## src/rtl/id_ex_stage.sv

```systemverilog
// ID/EX pipeline register with MEM/WB operand forwarding, load-use bubble
// insertion and a saturating bubble counter for performance debug.
module id_ex_stage #(
    parameter int WIDTH     = 32,
    parameter int REG_ADDR  = 5,
    parameter int CNT_WIDTH = 16
) (
    input  logic                 clk,
    input  logic                 rst,
    input  logic                 id_valid,
    input  logic [WIDTH-1:0]     id_rs_data,
    input  logic [WIDTH-1:0]     id_rt_data,
    input  logic [WIDTH-1:0]     id_imm,
    input  logic [REG_ADDR-1:0]  id_rs,
    input  logic [REG_ADDR-1:0]  id_rt,
    input  logic [REG_ADDR-1:0]  id_dest,
    input  logic                 id_rt_used,
    input  logic [2:0]           id_alu_sel,
    input  logic                 id_alu_src,
    input  logic                 id_reg_write,
    input  logic                 id_mem_read,
    input  logic                 id_mem_write,
    input  logic                 id_mem_to_reg,
    input  logic                 flush,
    input  logic                 mem_reg_write,
    input  logic [REG_ADDR-1:0]  mem_rd,
    input  logic [WIDTH-1:0]     mem_alu_result,
    input  logic                 wb_reg_write,
    input  logic [REG_ADDR-1:0]  wb_rd,
    input  logic [WIDTH-1:0]     wb_result,
    output logic [2:0]           alu_sel,
    output logic [WIDTH-1:0]     alu_a,
    output logic [WIDTH-1:0]     alu_b,
    output logic [WIDTH-1:0]     ex_store_data,
    output logic [REG_ADDR-1:0]  ex_dest,
    output logic                 ex_valid,
    output logic                 ex_reg_write,
    output logic                 ex_mem_read,
    output logic                 ex_mem_write,
    output logic                 ex_mem_to_reg,
    output logic                 load_use_stall,
    output logic [CNT_WIDTH-1:0] bubble_count
);

    localparam logic [REG_ADDR-1:0]  REG_ZERO = {REG_ADDR{1'b0}};
    localparam logic [WIDTH-1:0]     DATA_ZERO = {WIDTH{1'b0}};
    localparam logic [CNT_WIDTH-1:0] CNT_ZERO = {CNT_WIDTH{1'b0}};
    localparam logic [CNT_WIDTH-1:0] CNT_MAX  = {CNT_WIDTH{1'b1}};
    localparam logic [CNT_WIDTH-1:0] CNT_ONE  = CNT_WIDTH'(1'b1);

    logic                 ex_valid_r;
    logic                 ex_reg_write_r;
    logic                 ex_mem_read_r;
    logic                 ex_mem_write_r;
    logic                 ex_mem_to_reg_r;
    logic                 alu_src_r;
    logic [2:0]           alu_sel_r;
    logic [WIDTH-1:0]     rs_data_r;
    logic [WIDTH-1:0]     rt_data_r;
    logic [WIDTH-1:0]     imm_r;
    logic [REG_ADDR-1:0]  rs_r;
    logic [REG_ADDR-1:0]  rt_r;
    logic [REG_ADDR-1:0]  dest_r;
    logic [CNT_WIDTH-1:0] bubble_count_r;

    logic                 load_use_stall_s;
    logic                 rt_hit_s;
    logic [WIDTH-1:0]     fwd_rs_s;
    logic [WIDTH-1:0]     fwd_rt_s;

    // Load in EX whose destination feeds the instruction now in decode.
    always_comb begin
        rt_hit_s         = id_rt_used & (ex_mem_read_r ? (dest_r == id_rt) : 1'b0);
        load_use_stall_s = id_valid & ex_valid_r & ex_mem_read_r & (dest_r != REG_ZERO)
                         & ((dest_r == id_rs) | rt_hit_s);
    end

    // Pipeline register: flush beats stall; both load a bubble and hold data.
    always_ff @(posedge clk or posedge rst) begin
        if (rst) begin
            ex_valid_r      <= 1'b0;
            ex_reg_write_r  <= 1'b0;
            ex_mem_read_r   <= 1'b0;
            ex_mem_write_r  <= 1'b0;
            ex_mem_to_reg_r <= 1'b0;
            alu_src_r       <= 1'b0;
            alu_sel_r       <= 3'b000;
            rs_data_r       <= DATA_ZERO;
            rt_data_r       <= DATA_ZERO;
            imm_r           <= DATA_ZERO;
            rs_r            <= REG_ZERO;
            rt_r            <= REG_ZERO;
            dest_r          <= REG_ZERO;
        end else if (flush || load_use_stall_s) begin
            ex_valid_r      <= 1'b0;
            ex_reg_write_r  <= 1'b0;
            ex_mem_read_r   <= 1'b0;
            ex_mem_write_r  <= 1'b0;
            ex_mem_to_reg_r <= 1'b0;
        end else begin
            ex_valid_r      <= id_valid;
            ex_reg_write_r  <= id_reg_write & id_valid;
            ex_mem_read_r   <= id_mem_read & id_valid;
            ex_mem_write_r  <= id_mem_write & id_valid;
            ex_mem_to_reg_r <= id_mem_to_reg & id_valid;
            alu_src_r       <= id_alu_src;
            alu_sel_r       <= id_alu_sel;
            rs_data_r       <= id_rs_data;
            rt_data_r       <= id_rt_data;
            imm_r           <= id_imm;
            rs_r            <= id_rs;
            rt_r            <= id_rt;
            dest_r          <= id_dest;
        end
    end

    // Saturating count of bubbles caused by load-use (flushed ones excluded).
    always_ff @(posedge clk or posedge rst) begin
        if (rst) begin
            bubble_count_r <= CNT_ZERO;
        end else if (load_use_stall_s && !flush && (bubble_count_r != CNT_MAX)) begin
            bubble_count_r <= bubble_count_r + CNT_ONE;
        end
    end

    // Forwarding muxes: MEM over WB over register file; r0 never forwarded.
    always_comb begin
        fwd_rs_s = rs_data_r;
        fwd_rt_s = rt_data_r;
        if (mem_reg_write && (mem_rd != REG_ZERO) && (mem_rd == rs_r)) begin
            fwd_rs_s = mem_alu_result;
        end else if (wb_reg_write && (wb_rd != REG_ZERO) && (wb_rd == rs_r)) begin
            fwd_rs_s = wb_result;
        end else begin
            fwd_rs_s = rs_data_r;
        end
        if (mem_reg_write && (mem_rd != REG_ZERO) && (mem_rd == rt_r)) begin
            fwd_rt_s = mem_alu_result;
        end else if (wb_reg_write && (wb_rd != REG_ZERO) && (wb_rd == rt_r)) begin
            fwd_rt_s = wb_result;
        end else begin
            fwd_rt_s = rt_data_r;
        end
    end

    assign alu_sel        = alu_sel_r;
    assign alu_a          = fwd_rs_s;
    assign alu_b          = alu_src_r ? imm_r : fwd_rt_s;
    assign ex_store_data  = fwd_rt_s;
    assign ex_dest        = dest_r;
    assign ex_valid       = ex_valid_r;
    assign ex_reg_write   = ex_reg_write_r;
    assign ex_mem_read    = ex_mem_read_r;
    assign ex_mem_write   = ex_mem_write_r;
    assign ex_mem_to_reg  = ex_mem_to_reg_r;
    assign load_use_stall = load_use_stall_s;
    assign bubble_count   = bubble_count_r;

endmodule

```

## config.mk

```make
export PLATFORM = sky130hd
export DESIGN_NAME = id_ex_stage
export DESIGN_NICKNAME = d
export VERILOG_FILES = /design/src/rtl/id_ex_stage.sv
export SDC_FILE = /design/constraint.sdc
export NUM_CORES = 1
export LEC_CHECK = 0
export CAP_MARGIN = 20
export CORE_ASPECT_RATIO = 1.4
export CORE_MARGIN = 5
export CORE_UTILIZATION = 35
export CTS_BUF_LIST = sky130_fd_sc_hd__clkbuf_16
export DETAILED_ROUTE_END_ITERATION = 6
export PLACE_DENSITY = 0.69
export SLEW_MARGIN = 0
export SYNTH_ARGS = -nofsm -noshare
export SYNTH_HDL_FRONTEND = slang
export SYNTH_SLANG_ARGS = --single-unit
export TNS_END_PERCENT = 100
```

## constraint.sdc

```tcl
create_clock -name clk -period 15.3 [get_ports clk]
set_input_delay 3.825 -clock clk [delete_from_list [all_inputs] [get_ports clk]]
set_output_delay 3.825 -clock clk [all_outputs]
set_load 0.005 [all_outputs]
```

==> results of run 1 <==
==> placed cells by master (no fill, tap or decap), drive strengths merged, types with 2 or more instances in the layout <==
cell           synthesis  final
mux2                 143    143
diode                  0      6
a31oi                 32     32
nand2                107    107
nor3                   8      8
nand3b                 2      2
o21ai                 34     34
buf                   30      8
clkbuf                11     17
dfrtp                136    136
a21oi                  2      2
bufinv                 0      6
a22o                   5      5
mux2i                 32     32
clkinv                 0      3
clkinvlp               0      4
inv                    1      3
xor2                  14     14
or4                    3      3
and3                   7      7
nor4                   4      4
nand3                 13     13
xnor2                 31     31
nand4                  7      7
nor2                  38     38
clkdlybuf4s50          0    325
and2                   4      4
==> routing by layer <==
metal	track usage [%]	routed length [µm]	up-vias
met1	22.16	9344	2972
met3	6.339	1546	51
met2	35.88	13280	220
met5	0	26	-
li1	-	-	3002
met4	9.592	832	4
==> cell usage after synthesis, types with 3 or more instances <==
cell	count	area [µm²]
sky130_fd_sc_hd__a31oi_2	20	250.2
sky130_fd_sc_hd__nand4_1	7	43.79
sky130_fd_sc_hd__or4_1	3	22.52
sky130_fd_sc_hd__dfrtp_1	136	3403
sky130_fd_sc_hd__buf_6	5	56.30
sky130_fd_sc_hd__a31oi_1	12	75.07
sky130_fd_sc_hd__clkbuf_1	9	33.78
sky130_fd_sc_hd__o21ai_0	32	160.2
sky130_fd_sc_hd__xnor2_1	31	271.5
sky130_fd_sc_hd__mux2i_1	32	320.3
sky130_fd_sc_hd__nor2_1	38	142.6
sky130_fd_sc_hd__mux2_2	143	1610
sky130_fd_sc_hd__xor2_1	14	122.6
sky130_fd_sc_hd__nor3_1	8	40.04
sky130_fd_sc_hd__and3_1	7	43.79
sky130_fd_sc_hd__a22o_1	5	43.79
sky130_fd_sc_hd__nand2_2	5	31.28
sky130_fd_sc_hd__buf_2	11	55.05
sky130_fd_sc_hd__and2_1	4	25.02
sky130_fd_sc_hd__nand3_1	13	65.06
sky130_fd_sc_hd__buf_4	14	105.1
sky130_fd_sc_hd__nand2_1	102	382.9
==> cell type report <==
type	count	area, µm²	share of cell area (%)
timing repair buffer	333	3313	28.70
multi-input combinational	493	3817	33.07
inverter	1	8.758	0.07587
clock inverter	15	234.0	2.027
antenna	6	15.01	0.1301
clock buffer	17	425.4	3.685
sequential	136	3405	29.49
tap	260	325.3	2.818
==> metrics by stage <==
| stage | instances | hold slack (ns) | setup slack, ns | power [mW] |
|---|---|---|---|---|
| 6_report | 1261 | 0.4989 | 4.263 | 1.139 |
| 5_1_grt | 1261 | 0.5152 | 4.029 | 1.187 |
| 4_1_cts | 1255 | 0.5056 | 4.210 | 1.154 |
| 3_5_place_dp | 1223 | 0.4905 | 4.201 | 0.6852 |
| 3_3_place_gp | 1223 | 0.4840 | 4.289 | 0.6826 |
| 2_1_floorplan | 672 | 0.4749 | 6.074 | 0.5235 |
==> worst max-delay path, cell delays in order <==
cell                              delay [ns]
sky130_fd_sc_hd__clkdlybuf4s50_1        0.46
sky130_fd_sc_hd__or4_1                  0.54
sky130_fd_sc_hd__o21ai_1                0.25
sky130_fd_sc_hd__or4_2                  0.64
sky130_fd_sc_hd__buf_4                  0.51
sky130_fd_sc_hd__nor2_1                 0.10
sky130_fd_sc_hd__a31oi_2                0.18
sky130_fd_sc_hd__mux2_2                 0.17
sky130_fd_sc_hd__clkdlybuf4s50_1        0.51
==> cells by family (layout without fill, tap and decap cells) <==
group                    count (synthesis)  count (layout)  synth area share [%]
buffers and inverters                   43             366                 3.897
adder cells (fa/ha/maj)                  1               1                0.1672
XOR/XNOR                                45              45                 5.268
multiplexers                           175             175                 25.81
other                                    0               6                     0
AND/OR/NAND/NOR                        197             197                 11.76
flip-flops                             136             136                 45.49
AO/OA/AOI/OAI                           75              75                 7.610
==> report_power, final <==
| group | internal, mW | switching, mW | total, mW |
|---|---|---|---|
| sequential | 0.391 | 0.0241 | 0.415 |
| combinational | 0.171 | 0.0900 | 0.261 |
| clock | 0.303 | 0.160 | 0.463 |
| total | 0.865 | 0.274 | 1.14 |
==> final timing paths <==
path / start / to / slack (ns)
worst max-delay path: mem_rd[1] / alu_b[7] / 4.26
worst min register to register: bubble_count[11] / bubble_count[11] / 0.50
worst max register to register: ex_dest[3] / rt_data_r[8] / 12.66
max in group asynchronous: rst / alu_src_r / 10.01
min in group asynchronous: rst / ex_mem_write / 3.86
worst min-delay path: bubble_count[11] / bubble_count[11] / 0.50
==> results.md, run 1 <==
• **Worst Max-Slew Pin Slew** 0.9437 ns
• **minimum clock period after layout** 11.04 ns
• **clock tree from TritonCTS** built
• **worst slew margin relative to its limit** 37.08%
• **floorplan die width** 133.6 µm
• **number of remaining DRC errors** 0
• **Worst setup SP type** input port
• **post-route ant nets** 0
• **final-report setup violation count** 0
• **critical path data arrival time** 7.21 ns
• **reported max-cap violation count** 0
• **antenna violations before repair** 8
• **largest registers** imm_r x32, rs_data_r x32, rt_data_r x32
• **number of unique standard cell types used by synthesis** 38
• **wire length per cell** 19.85 µm
• **worst path required time** 11.48 ns
• **Final Cycle Share** 72.14%
• **count of routing violations after the opening detailed-route iteration** 291
• **end-of-flow core utilization** 54.64%
• **number of placed I/O pins** 326
• **worst skew pair latency** 0.43 ns
• **fillers** 1888
• **unrepaired setup endpoints after global routing** no
• **clock tree root buffer cell** sky130_fd_sc_hd__clkbuf_16
• **ys flop type** sky130_fd_sc_hd__dfrtp_1
• **highest achievable clock rate** 0.09061 GHz
• **Mean Syn Cell Area** 11.13 µm²
• **maximum VDD drop** 0.08149 mV
• **post-cts hold buffer count** 0
• **proportion of layout cells with a drive suffix above 1** 21.31%
• **Pwr per Cell Area** 98.68 nW/µm²
• **instance count along the most critical hold path** 1
• **port bufs** 325
• **Detail Placement HPWL** 18.95 mm
• **flip-flop and latch count after synthesis** 136
• **wire length of the first global-routing pass** 37.86 mm
• **status** complete, no violations
• **gate count of the mapped netlist** 672
• **CTS H-Tree Depth** 4
• **cell area reported after detailed placement** 10870 µm²
• **leakage power** 4.481 nW
• **Final Hold Violating Endpoints** 0
• **Setup Buffers After CTS** 0
• **Worst Path Class, Setup** input port to output pin
• **count of nets after finishing** 1183
• **post-route design area** 11540 µm²
• **clock buffer depth** 2
• **number of gates resized after cts** 0
• **CTS Buf Count** 17
• **vertical die dimension** 183.0 µm
• **number of vias after detailed routing** 6249
• **sequential element share of the synthesized area** 45.49%
• **max-slew violation count** 0
• **vias per inst** 4.956
• **final routed wirelength across all metal layers** 25.03 mm
• **fraction of registers with async set or reset after synthesis** 100.0%
• **largest fanout on the critical path** 34
• **effective utilization at floorplan** 35.41%
• **Final Wtd Congestion** 0.8556
• **worst reg-to-reg path cell count** 7
• **number of synthesized flops with an enable pin** 0
• **post-CTS clock slew at the launch and capture registers of the worst setup and hold paths** 0.06 ns
• **Layout Skew** 0.008376 ns
• **via count of the first global-routing pass** 6588
• **final total negative setup slack** 0 ns
• **capturing element type of the critical path** output pin
• **area growth from synthesis to layout** 54.31%
• **total congestion overflow after global routing** 0
• **mapped cell area** 7481 µm²
• **number of warning messages in the yosys log** 0
• **Die ar.** 24440 µm²
• **pin count of the biggest net entering global routing** 72
• **Std-Cell Rows** 63
• **number of iterations in the first detailed-routing pass** 4
• **GRT Overall Usage** 20.31%
• **class of the tightest hold or removal check** flip-flop to flip-flop
• **number of sinks handled by clock tree synthesis** 136
• **Post-Syn Nets** 873
• **total core area** 21130 µm²
Note: power is estimated with default switching activity, not from simulation.
==> run 2, diff against run 1 <==
--- a/config.mk
+++ b/config.mk
@@ -11,7 +11,7 @@
 export CORE_UTILIZATION = 35
 export CTS_BUF_LIST = sky130_fd_sc_hd__clkbuf_16
 export DETAILED_ROUTE_END_ITERATION = 6
-export PLACE_DENSITY = 0.69
+export PLACE_DENSITY = 0.71
 export SLEW_MARGIN = 0
 export SYNTH_ARGS = -nofsm -noshare
 export SYNTH_HDL_FRONTEND = slang
==> constraint.sdc (replaced) <==
create_clock -name clk -period 9.71 [get_ports clk]
set_input_delay 2.4275 -clock clk [delete_from_list [all_inputs] [get_ports clk]]
set_output_delay 2.4275 -clock clk [all_outputs]
set_load 0.005 [all_outputs]
==> run 2 against run 1 <==
  * Cell count is 0.40% lower
  * First-iteration DRC count is 10% lower
  * Critical path depth stayed put
  * Via count is 0.40% higher
  * Wire length is 0.94% higher
  * Clock-buffer cell count stayed put
  * Core utilization is 0.30 points lower
  * Worst setup slack worse by 2.7 ns
  * Design area is 0.55% lower
  * Critical path type unchanged
  * Highest routed layer unchanged
==> results.md, run 2 (synthesized netlist as in run 1, its figures left out) <==
• **largest stage delay on the critical path** 0.70 ns, +0.06 ns
• **Most common cell on crit path** sky130_fd_sc_hd__clkdlybuf4s50_1
• **floorplan die width** 133.6 µm, unchanged
• **Std-Cell Rows** 63, unchanged
• **Worst path top cell family by delay** simple AND/OR/NAND/NOR gates
• **end-of-flow core utilization** 54.34%, -0.30 points
• **highest achievable clock rate** 0.1223 GHz
• **number of placed I/O pins** 326, unchanged
• **Setup Buffers After CTS** 0, unchanged
• **Worst Path Class, Setup** input port to output pin
• **leakage power** 4.455 nW, -0.59%
• **RR Endpoint** rs_data_r[17]
• **portion of total power attributed to combinational logic** 23.9%, +1.0 points
• **worst skew pair latency** 0.41 ns, -0.02 ns
• **Detail Placement HPWL** 19.15 mm, +1.0%
• **worst setup path end** alu_b[25]
• **vertical die dimension** 183.0 µm, unchanged
• **pin count of the biggest net entering global routing** 77, +6.9%
• **fraction of power consumed by the clock network** 38.1%, -2.6 points
• **internal power contribution** 1.286 mW, +49%
• **area growth from synthesis to layout** 53.45%
• **count of nets after finishing** 1182, -0.085%
• **status** complete, no violations
• **post-cts hold buffer count** 0, unchanged
• **Final Hold Violating Endpoints** 0, unchanged
• **number of vias after detailed routing** 6274, +0.40%
• **GRT Overall Usage** 20.53%, +0.22 points
• **sw power** 435.5 µW, +59%
• **worst path required time** 7.28 ns, -4.20 ns
• **critical path data arrival time** 5.75 ns, -1.46 ns
• **CTS Buf Count** 17, unchanged
• **wire length per cell** 20.11 µm, +1.3%
• **worst reg-to-reg path cell count** 7, unchanged
• **CTS H-Tree Depth** 4, unchanged
• **Worst setup SP type** input port
• **number of iterations in the first detailed-routing pass** 4, unchanged
• **count of routing violations after the opening detailed-route iteration** 261, -10%
• **sequential cell fraction of total power** 38.0%, +1.6 points
• **Critical-path top delay cell** sky130_fd_sc_hd__or4_2
• **largest registers** imm_r x32, rs_data_r x32, rt_data_r x32
• **vias per inst** 4.995, +0.80%
• **clock buffer depth** 2, unchanged
• **share of total power consumed by net switching** 25.30%, +1.2 points
• **class of the tightest hold or removal check** flip-flop to flip-flop
• **commonest cells after routing, fill and taps aside** sky130_fd_sc_hd__clkdlybuf4s50_1 (325), sky130_fd_sc_hd__mux2_2 (143), sky130_fd_sc_hd__dfrtp_1 (135), sky130_fd_sc_hd__nand2_1 (102), sky130_fd_sc_hd__nor2_1 (38)
• **number of gates resized after cts** 0, unchanged
• **capturing element type of the critical path** output pin
• **port bufs** 325, unchanged
• **Layout Skew** 0.01196 ns, +0.003585 ns
• **Levels on crit path** 9, unchanged
• **number of remaining DRC errors** 0, unchanged
• **total congestion overflow after global routing** 0, unchanged
• **maximum VDD drop** 0.1026 mV, +26%
• **reported max-cap violation count** 0, unchanged
• **post-CTS clock slew at the launch and capture registers of the worst setup and hold paths** 0.06 ns, about the same
• **effective utilization at floorplan** 35.41%, unchanged
• **Pwr per Cell Area** 150.0 nW/µm², +52%
• **largest fanout on the critical path** 33, -2.9%
• **crit path launch** mem_rd[1]
• **antenna violations before repair** 5, -3
• **final-report setup violation count** 0, unchanged
• **worst slew margin relative to its limit** 31.81%, -5.3 points
• **R2R Path Start** ex_dest[1]
• **via count of the first global-routing pass** 6844, +3.9%
• **clock tree from TritonCTS** built
• **most frequent standard cell in the layout excluding fill and tap cells** sky130_fd_sc_hd__clkdlybuf4s50_1
• **total core area** 21130 µm², unchanged
• **Die ar.** 24440 µm², unchanged
• **final routed wirelength across all metal layers** 25.26 mm, +0.94%
• **Worst Max-Slew Pin Slew** 1.023 ns, +0.07908 ns
• **max-slew violation count** 0, unchanged
• **critical path buffer and inverter count** 3, unchanged
• **clock tree root buffer cell** sky130_fd_sc_hd__clkbuf_16
• **cell-by-cell listing of the critical path** clkdlybuf4s50_1, or4_1, o21ai_1, or4_2, buf_12, nor2_1, a31oi_1, mux2_2, clkdlybuf4s50_1
• **proportion of layout cells with a drive suffix above 1** 21.23%, -0.079 points
• **minimum clock period after layout** 8.174 ns
• **wire length of the first global-routing pass** 38.80 mm, +2.5%
• **number of sinks handled by clock tree synthesis** 136, unchanged
• **final total negative setup slack** 0 ns, unchanged
• **post-route ant nets** 0, unchanged
• **Final Wtd Congestion** 0.8737, +2.1%
• **worst reg-to-reg setup slack** 6.88 ns, -5.78 ns
• **Final Cycle Share** 84.18%
• **unrepaired setup endpoints after global routing** no
## run 2: cell types whose count changed in the layout (fill, tap and decap cells not counted)
cell / change
sky130_fd_sc_hd__bufinv_16: -3
sky130_fd_sc_hd__buf_4: -3
sky130_fd_sc_hd__inv_6: +1
sky130_fd_sc_hd__clkinv_2: +2
sky130_fd_sc_hd__buf_12: +2
sky130_fd_sc_hd__diode_2: -4
## run 2: how the worst min path moves through the flow
stage	slack, ns	endpoint	depth (start not counted)	startpoint
floorplan	0.47	imm_r[0]	1	imm_r[0]
global placement	0.48	imm_r[31]	1	imm_r[31]
detailed placement	0.49	imm_r[6]	1	imm_r[6]
CTS	0.50	bubble_count[10]	1	bubble_count[10]
global route	0.51	rt_data_r[1]	1	rt_data_r[1]
finish	0.50	bubble_count[10]	1	bubble_count[10]
## run 2: power by group through the flow
stage          Combinational [mW]  Sequential (mW)  Clock, mW
3_5_place_dp                0.416            0.664          0
3_3_place_gp                0.412            0.663          0
5_1_grt                     0.443            0.660      0.699
2_1_floorplan               0.178            0.647          0
4_1_cts                     0.418            0.654      0.671
6_report                    0.411            0.654      0.656
## run 2: cell type report
class | count | area [µm²]
fill | 1860 | 9646
multi-input combinational | 493 | 3817
sequential | 136 | 3405
timing repair buffer | 332 | 3331
clock buffer | 17 | 425.4
tap | 260 | 325.3
clock inverter | 15 | 162.7
inverter | 1 | 8.758
antenna | 2 | 5.005
## run 2: through the flow
stage	setup WS (ns)	total power, mW	hold slack (ns)	cell area, µm²	std cells
after global routing	1.433	1.803	0.5114	11480	1256
after floorplan	3.279	0.8248	0.4749	7481	672
after global placement	1.683	1.074	0.4840	10890	1222
after detailed placement	1.555	1.080	0.4901	10890	1222
after CTS	1.562	1.743	0.5009	11470	1254
final	1.536	1.722	0.5014	11480	1256
## run 2: layer usage
| metal | GRT usage, % | part of all wire, % | vias to the layer above |
|---|---|---|---|
| met4 | 9.592 | 3.9 | 6 |
| met2 | 36.64 | 53 | 196 |
| met1 | 22.88 | 38 | 3013 |
| met3 | 5.241 | 4.7 | 59 |
| met5 | 0 | 0.18 | - |
| li1 | - | - | 3000 |
==> run 3, diff against run 2 <==
==> constraint.sdc (replaced) <==
create_clock -name clk -period 6.6 [get_ports clk]
set_input_delay 1.65 -clock clk [delete_from_list [all_inputs] [get_ports clk]]
set_output_delay 1.65 -clock clk [all_outputs]
set_load 0.005 [all_outputs]
==> run 3 against run 2 <==
  * Flip-flop and latch count unchanged
  * Core utilization is 0.81 points higher
  * Critical path type unchanged
  * Largest power group unchanged
  * Worst setup slack got worse by 1.1 ns
  * Die area stayed put
  * Critical path depth is 1 higher
  * Via count up 1.2%
  * Global-route usage shrank 0.19 points
  * Design area up 1.5%
  * Highest routed layer unchanged
==> results.md, run 3 (synthesized netlist as in run 1, its figures left out) <==
• **worst skew pair latency** 0.43 ns, +0.02 ns
• **Setup Buffers After CTS** 0, unchanged
• **reported max-cap violation count** 0, unchanged
• **worst reg-to-reg setup slack** 4.25 ns, -2.63 ns
• **Final Cycle Share** 93.64%
• **area of the multi-input gates** 3817 µm², unchanged
• **worst slew margin relative to its limit** 41.83%, +10 points
• **CTS Buf Count** 17, unchanged
• **worst reg-to-reg path cell count** 8, +1
• **final routed wirelength across all metal layers** 24.95 mm, -1.2%
• **Final Wtd Congestion** 0.8305, -4.9%
• **Min-Delay Startpoint** imm_r[31]
• **FF/Latch Area** 3405 µm², unchanged
• **count of routing violations after the opening detailed-route iteration** 264, +1.1%
• **floorplan die width** 133.6 µm, unchanged
• **vias per inst** 5.040, +0.91%
• **minimum clock period after layout** 6.180 ns
• **area growth from synthesis to layout** 55.73%
• **proportion of layout cells with a drive suffix above 1** 21.54%, +0.32 points
• **crit path launch** mem_rd[1]
• **Die ar.** 24440 µm², unchanged
• **worst path required time** 4.95 ns, -2.33 ns
• **Min-Delay Endpoint** imm_r[31]
• **largest fanout on the critical path** 58, +76%
• **post-route ant nets** 0, unchanged
• **largest registers** imm_r x32, rs_data_r x32, rt_data_r x32
• **number of vias after detailed routing** 6351, +1.2%
• **commonest cells after routing, fill and taps aside** sky130_fd_sc_hd__clkdlybuf4s50_1 (325), sky130_fd_sc_hd__mux2_2 (143), sky130_fd_sc_hd__dfrtp_1 (135), sky130_fd_sc_hd__nand2_1 (102), sky130_fd_sc_hd__nor2_1 (38)
• **port bufs** 325, unchanged
• **Detail Placement HPWL** 18.60 mm, -2.9%
• **capturing element type of the critical path** output pin
• **clock tree root buffer cell** sky130_fd_sc_hd__clkbuf_16
• **GRT Overall Usage** 20.34%, -0.19 points
• **Std-Cell Rows** 63, unchanged
• **wire length of the first global-routing pass** 38.28 mm, -1.3%
• **Pwr per Cell Area** 227.1 nW/µm², +51%
• **Worst Max-Slew Pin Slew** 0.8725 ns, -0.1503 ns
• **unrepaired setup endpoints after global routing** no
• **vertical die dimension** 183.0 µm, unchanged
• **hold slack final** 0.5001 ns, -0.001286 ns
• **post-CTS clock slew at the launch and capture registers of the worst setup and hold paths** 0.06 ns, about the same
• **RR Endpoint** rs_data_r[15]
• **Worst Path Class, Setup** input port to output pin
• **highest achievable clock rate** 0.1618 GHz
• **overall power of the completed layout** 2.645 mW, +54%
• **Worst setup SP type** input port
• **Layout Skew** 0.007902 ns, -0.004059 ns
• **leakage power** 4.533 nW, +1.8%
• **max-slew violation count** 0, unchanged
• **clock tree from TritonCTS** built
• **most frequent standard cell in the layout excluding fill and tap cells** sky130_fd_sc_hd__clkdlybuf4s50_1
• **post-cts hold buffer count** 0, unchanged
• **CTS H-Tree Depth** 4, unchanged
• **number of gates resized after cts** 0, unchanged
• **final total negative setup slack** 0 ns, unchanged
• **effective utilization at floorplan** 35.41%, unchanged
• **status** complete, no violations
• **class of the tightest hold or removal check** flip-flop to flip-flop
• **via count of the first global-routing pass** 6700, -2.1%
• **number of iterations in the first detailed-routing pass** 4, unchanged
• **total congestion overflow after global routing** 0, unchanged
• **number of remaining DRC errors** 0, unchanged
• **number of sinks handled by clock tree synthesis** 136, unchanged
• **instance count along the most critical hold path** 1, unchanged
• **Final Hold Violating Endpoints** 0, unchanged
• **antenna violations before repair** 3, -2
• **total core area** 21130 µm², unchanged
• **R2R Path Start** ex_dest[4]
• **number of placed I/O pins** 326, unchanged
• **fillers** 1832, -1.5%
• **critical path data arrival time** 4.53 ns, -1.22 ns
• **maximum VDD drop** 0.1686 mV, +64%
• **count of nets after finishing** 1186, +0.34%
• **wire length per cell** 19.80 µm, -1.5%
• **clock buffer depth** 2, unchanged
• **final-report setup violation count** 0, unchanged
• **pin count of the biggest net entering global routing** 103, +34%
-- run 3: changes by cell type in the layout (fill, tap and decap cells not counted) --
cell                         previous run  this run
sky130_fd_sc_hd__clkinv_4               1         2
sky130_fd_sc_hd__buf_4                  5         4
sky130_fd_sc_hd__buf_12                 2         6
sky130_fd_sc_hd__bufinv_16              3         6
sky130_fd_sc_hd__clkinvlp_4             4         2
sky130_fd_sc_hd__clkinv_2               2         1
sky130_fd_sc_hd__inv_1                  2         1
sky130_fd_sc_hd__buf_16                 0         1
sky130_fd_sc_hd__clkinv_1               2         3
sky130_fd_sc_hd__inv_6                  2         1
-- run 3: layer usage --
| metal | wire (µm) | global-route usage (%) | up-vias |
|---|---|---|---|
| li1 | - | - | 2991 |
| met1 | 9243 | 21.72 | 3104 |
| met2 | 13500 | 37.37 | 201 |
| met3 | 1417 | 6.065 | 51 |
| met4 | 778 | 8.275 | 4 |
| met5 | 14 | 0 | - |
-- run 3: worst max-delay path by stage --
stage	endpoint	slack (ns)	cells past startpoint
floorplan	alu_sel[0]	1.31	1
global placement	alu_b[5]	0.48	10
detailed placement	alu_b[7]	0.38	10
CTS	alu_b[7]	0.38	10
global route	alu_b[8]	0.28	10
finish	alu_b[7]	0.42	10
-- run 3: metrics by stage --
step / worst slack (ns) / util, % / instances / area [µm²]
floorplan: 1.311 / - / 672 / 7481
global placement: 0.4792 / 51.88 / 1225 / 10960
detailed placement: 0.3777 / 51.88 / 1225 / 10960
CTS: 0.3810 / 54.99 / 1257 / 11620
global route: 0.2771 / 55.14 / 1259 / 11650
finish: 0.4197 / 55.15 / 1260 / 11650
-- run 3: area by class of cell --
type,instances,share of cell area [%]
inverter,1,0.07518
sequential,136,29.22
clock buffer,17,3.652
clock inverter,15,1.998
tap,260,2.792
multi-input combinational,493,32.77
timing repair buffer,336,29.45
antenna,2,0.04296
-- run 3: critical path, cell delays in order --
cell and delay (ns):
sky130_fd_sc_hd__clkdlybuf4s50_1 0.46, sky130_fd_sc_hd__or4_1 0.55, sky130_fd_sc_hd__o21ai_1 0.27, sky130_fd_sc_hd__or4_2 0.21, sky130_fd_sc_hd__buf_12 0.25, sky130_fd_sc_hd__buf_4 0.22
sky130_fd_sc_hd__nor2_1 0.06, sky130_fd_sc_hd__a31oi_2 0.17, sky130_fd_sc_hd__mux2_2 0.18, sky130_fd_sc_hd__clkdlybuf4s50_1 0.49
-- run 3: report_power, final --
part	total, mW	switching (mW)	leakage (nW)	internal [mW]
combinational	0.610	0.209	2.58	0.401
clock	1.08	0.373	0.317	0.703
sequential	0.960	0.0540	1.64	0.906
==> edit: new RTL, flow settings as in run 3 <==
The parameter `CNT_WIDTH` goes from 16 to 12.
--- a/src/rtl/id_ex_stage.sv
+++ b/src/rtl/id_ex_stage.sv
@@ -5,3 +5,3 @@
     parameter int REG_ADDR  = 5,
-    parameter int CNT_WIDTH = 16
+    parameter int CNT_WIDTH = 12
 ) (
Interface: changed (resized bubble_count); port bits go from 326 to 322. No check against the original RTL was run, so the function may have changed too.
==> edit against run 3 <==
Hold slack worse by 1.5 ps; synthesized area decreased by 0.94%; design area is 2.2% lower; critical path depth fell by 1; power is 6.3% lower; routed wire length is 4.4% lower; setup slack got worse by 78 ps; die area is 0.88% lower; sequential cell count down 4; critical endpoint is now alu_b[0].
==> edit: results <==
set metrics [dict create \
    reg2reg_depth 6 \
    drt_wl_total_um 23860 \
    dpl_cell_area_um2 10820 \
    grt_first_pass_wirelength_um 37780 \
    rrSetupSlack_ps 3850 \
    synth_cell_types 36 \
    cts_setup_buffers 0 \
    ys_warn_count 0 \
    run_status "complete, no violations" \
    skew_ps 12.52 \
    netlist_instances 646 \
    clk_pin_slew_ps 60 \
    cellLeakagePower_nw 4.402 \
    drive_gt1_share_pct 26.49 \
    antenna_found_initial 0 \
    n_antenna_cell 0 \
    r2r_end "rt_data_r[18]" \
    drtIter0Drc 189 \
    via_count 6095 \
    clock_latency_ps 420 \
    holdCritPathClass "reg -> reg" \
    hold_violations 0 \
    cts_resized 0 \
    crit_end "alu_b[0]" \
    cp-startpoint "wb_rd[1]" \
    max_slew_margin_pct 32.88 \
    synth_common_cells "mux2_2, dfrtp_1, nand2_1, mux2i_1, o21ai_0" \
    firstDrtPassIters 4 \
    grt_pass1_vias 6724 \
    final_nets 1158 \
    crit_fanout 16 \
    root_buffer "clkbuf_16" \
    grt_max_degree 102 \
    yosysSeqAreaShare_pct 44.57 \
    wl_per_cell_um 19.39 \
    rr_startpoint "ex_dest[0]" \
    top_regs "imm_r: 32 flops, rs_data_r: 32 flops, rt_data_r: 32 flops" \
    grt.total_usage_pct 19.81 \
    cts-buffers-inserted 17 \
    cts_htree_levels 4 \
    place.detailed.hpwl_um 18320 \
    cap_violations 0 \
    cts_buffer_depth 2 \
    synth.area.top_cells "dfrtp_1, mux2_2, nand2_1" \
    peakVddDrop_uv 168.0 \
    whs_path_depth 1 \
    gp_congestion 0.8360 \
    synth_nets 847 \
    synthArstFlopShare_pct 100.0 \
    port_buffers 321 \
]
edit: routing by layer:
layer  track usage [%]  share of wire [%]  up-vias
met3             4.854                4.8       44
li1                  -                  -     2908
met2             35.11                 52      186
met1             22.91                 40     2957
met5                 0                  0        -
met4             7.737                3.3        0
edit: kinds of logic (layout without fill, tap and decap cells):
family,Yosys count,count (layout),share of synthesized area (%)
AO/OA/AOI/OAI,81,81,9.218
XOR/XNOR,41,41,4.846
adder cells (fa/ha/maj),1,1,0.1688
buffers and inverters,43,367,3.984
flip-flops,132,132,44.57
multiplexers,175,175,26.05
AND/OR/NAND/NOR,173,173,11.16
edit: metrics by stage:
stage	total power [mW]	hold slack (ps)	setup WS [ps]
5_1_grt	2.600	519.5	192.9
3_3_place_gp	1.570	483.2	386.4
4_1_cts	2.516	498.3	339.8
6_report	2.479	498.6	341.8
2_1_floorplan	1.199	474.9	1424
3_5_place_dp	1.578	482.9	339.0
edit: critical path, stage by stage:
cell and delay (ps):
clkdlybuf4s50_1 490, or4_1 560, o21ai_2 240, or3_1 190, buf_4 240, nand2_1 80, a31oi_1 390, mux2_2 250
clkdlybuf4s50_1 520
edit: worst min path at each step:
stage                        to  slack, ps        startpoint
2_1_floorplan          imm_r[0]        470          imm_r[0]
3_3_place_gp           imm_r[2]        480          imm_r[2]
3_5_place_dp   bubble_count[10]        480  bubble_count[10]
4_1_cts        bubble_count[10]        500  bubble_count[10]
5_1_grt                imm_r[0]        520          imm_r[0]
6_report        bubble_count[7]        500   bubble_count[7]
edit: layout make-up:
type                    count  area [um2]
well taps                 260       325.3
fillers                  1912        9651
flip-flops and latches    132        3304
inverters                   1       8.758
clock buffers              17       425.4
multi-input cells         471        3850
clock inverters            15       146.4
repair buffers            334        3336
edit: power by group:
part | leakage [nW] | internal (mW) | switching, mW
Clock | 0.269 | 0.527 | 0.396
Combinational | 2.55 | 0.405 | 0.213
Sequential | 1.58 | 0.882 | 0.0559
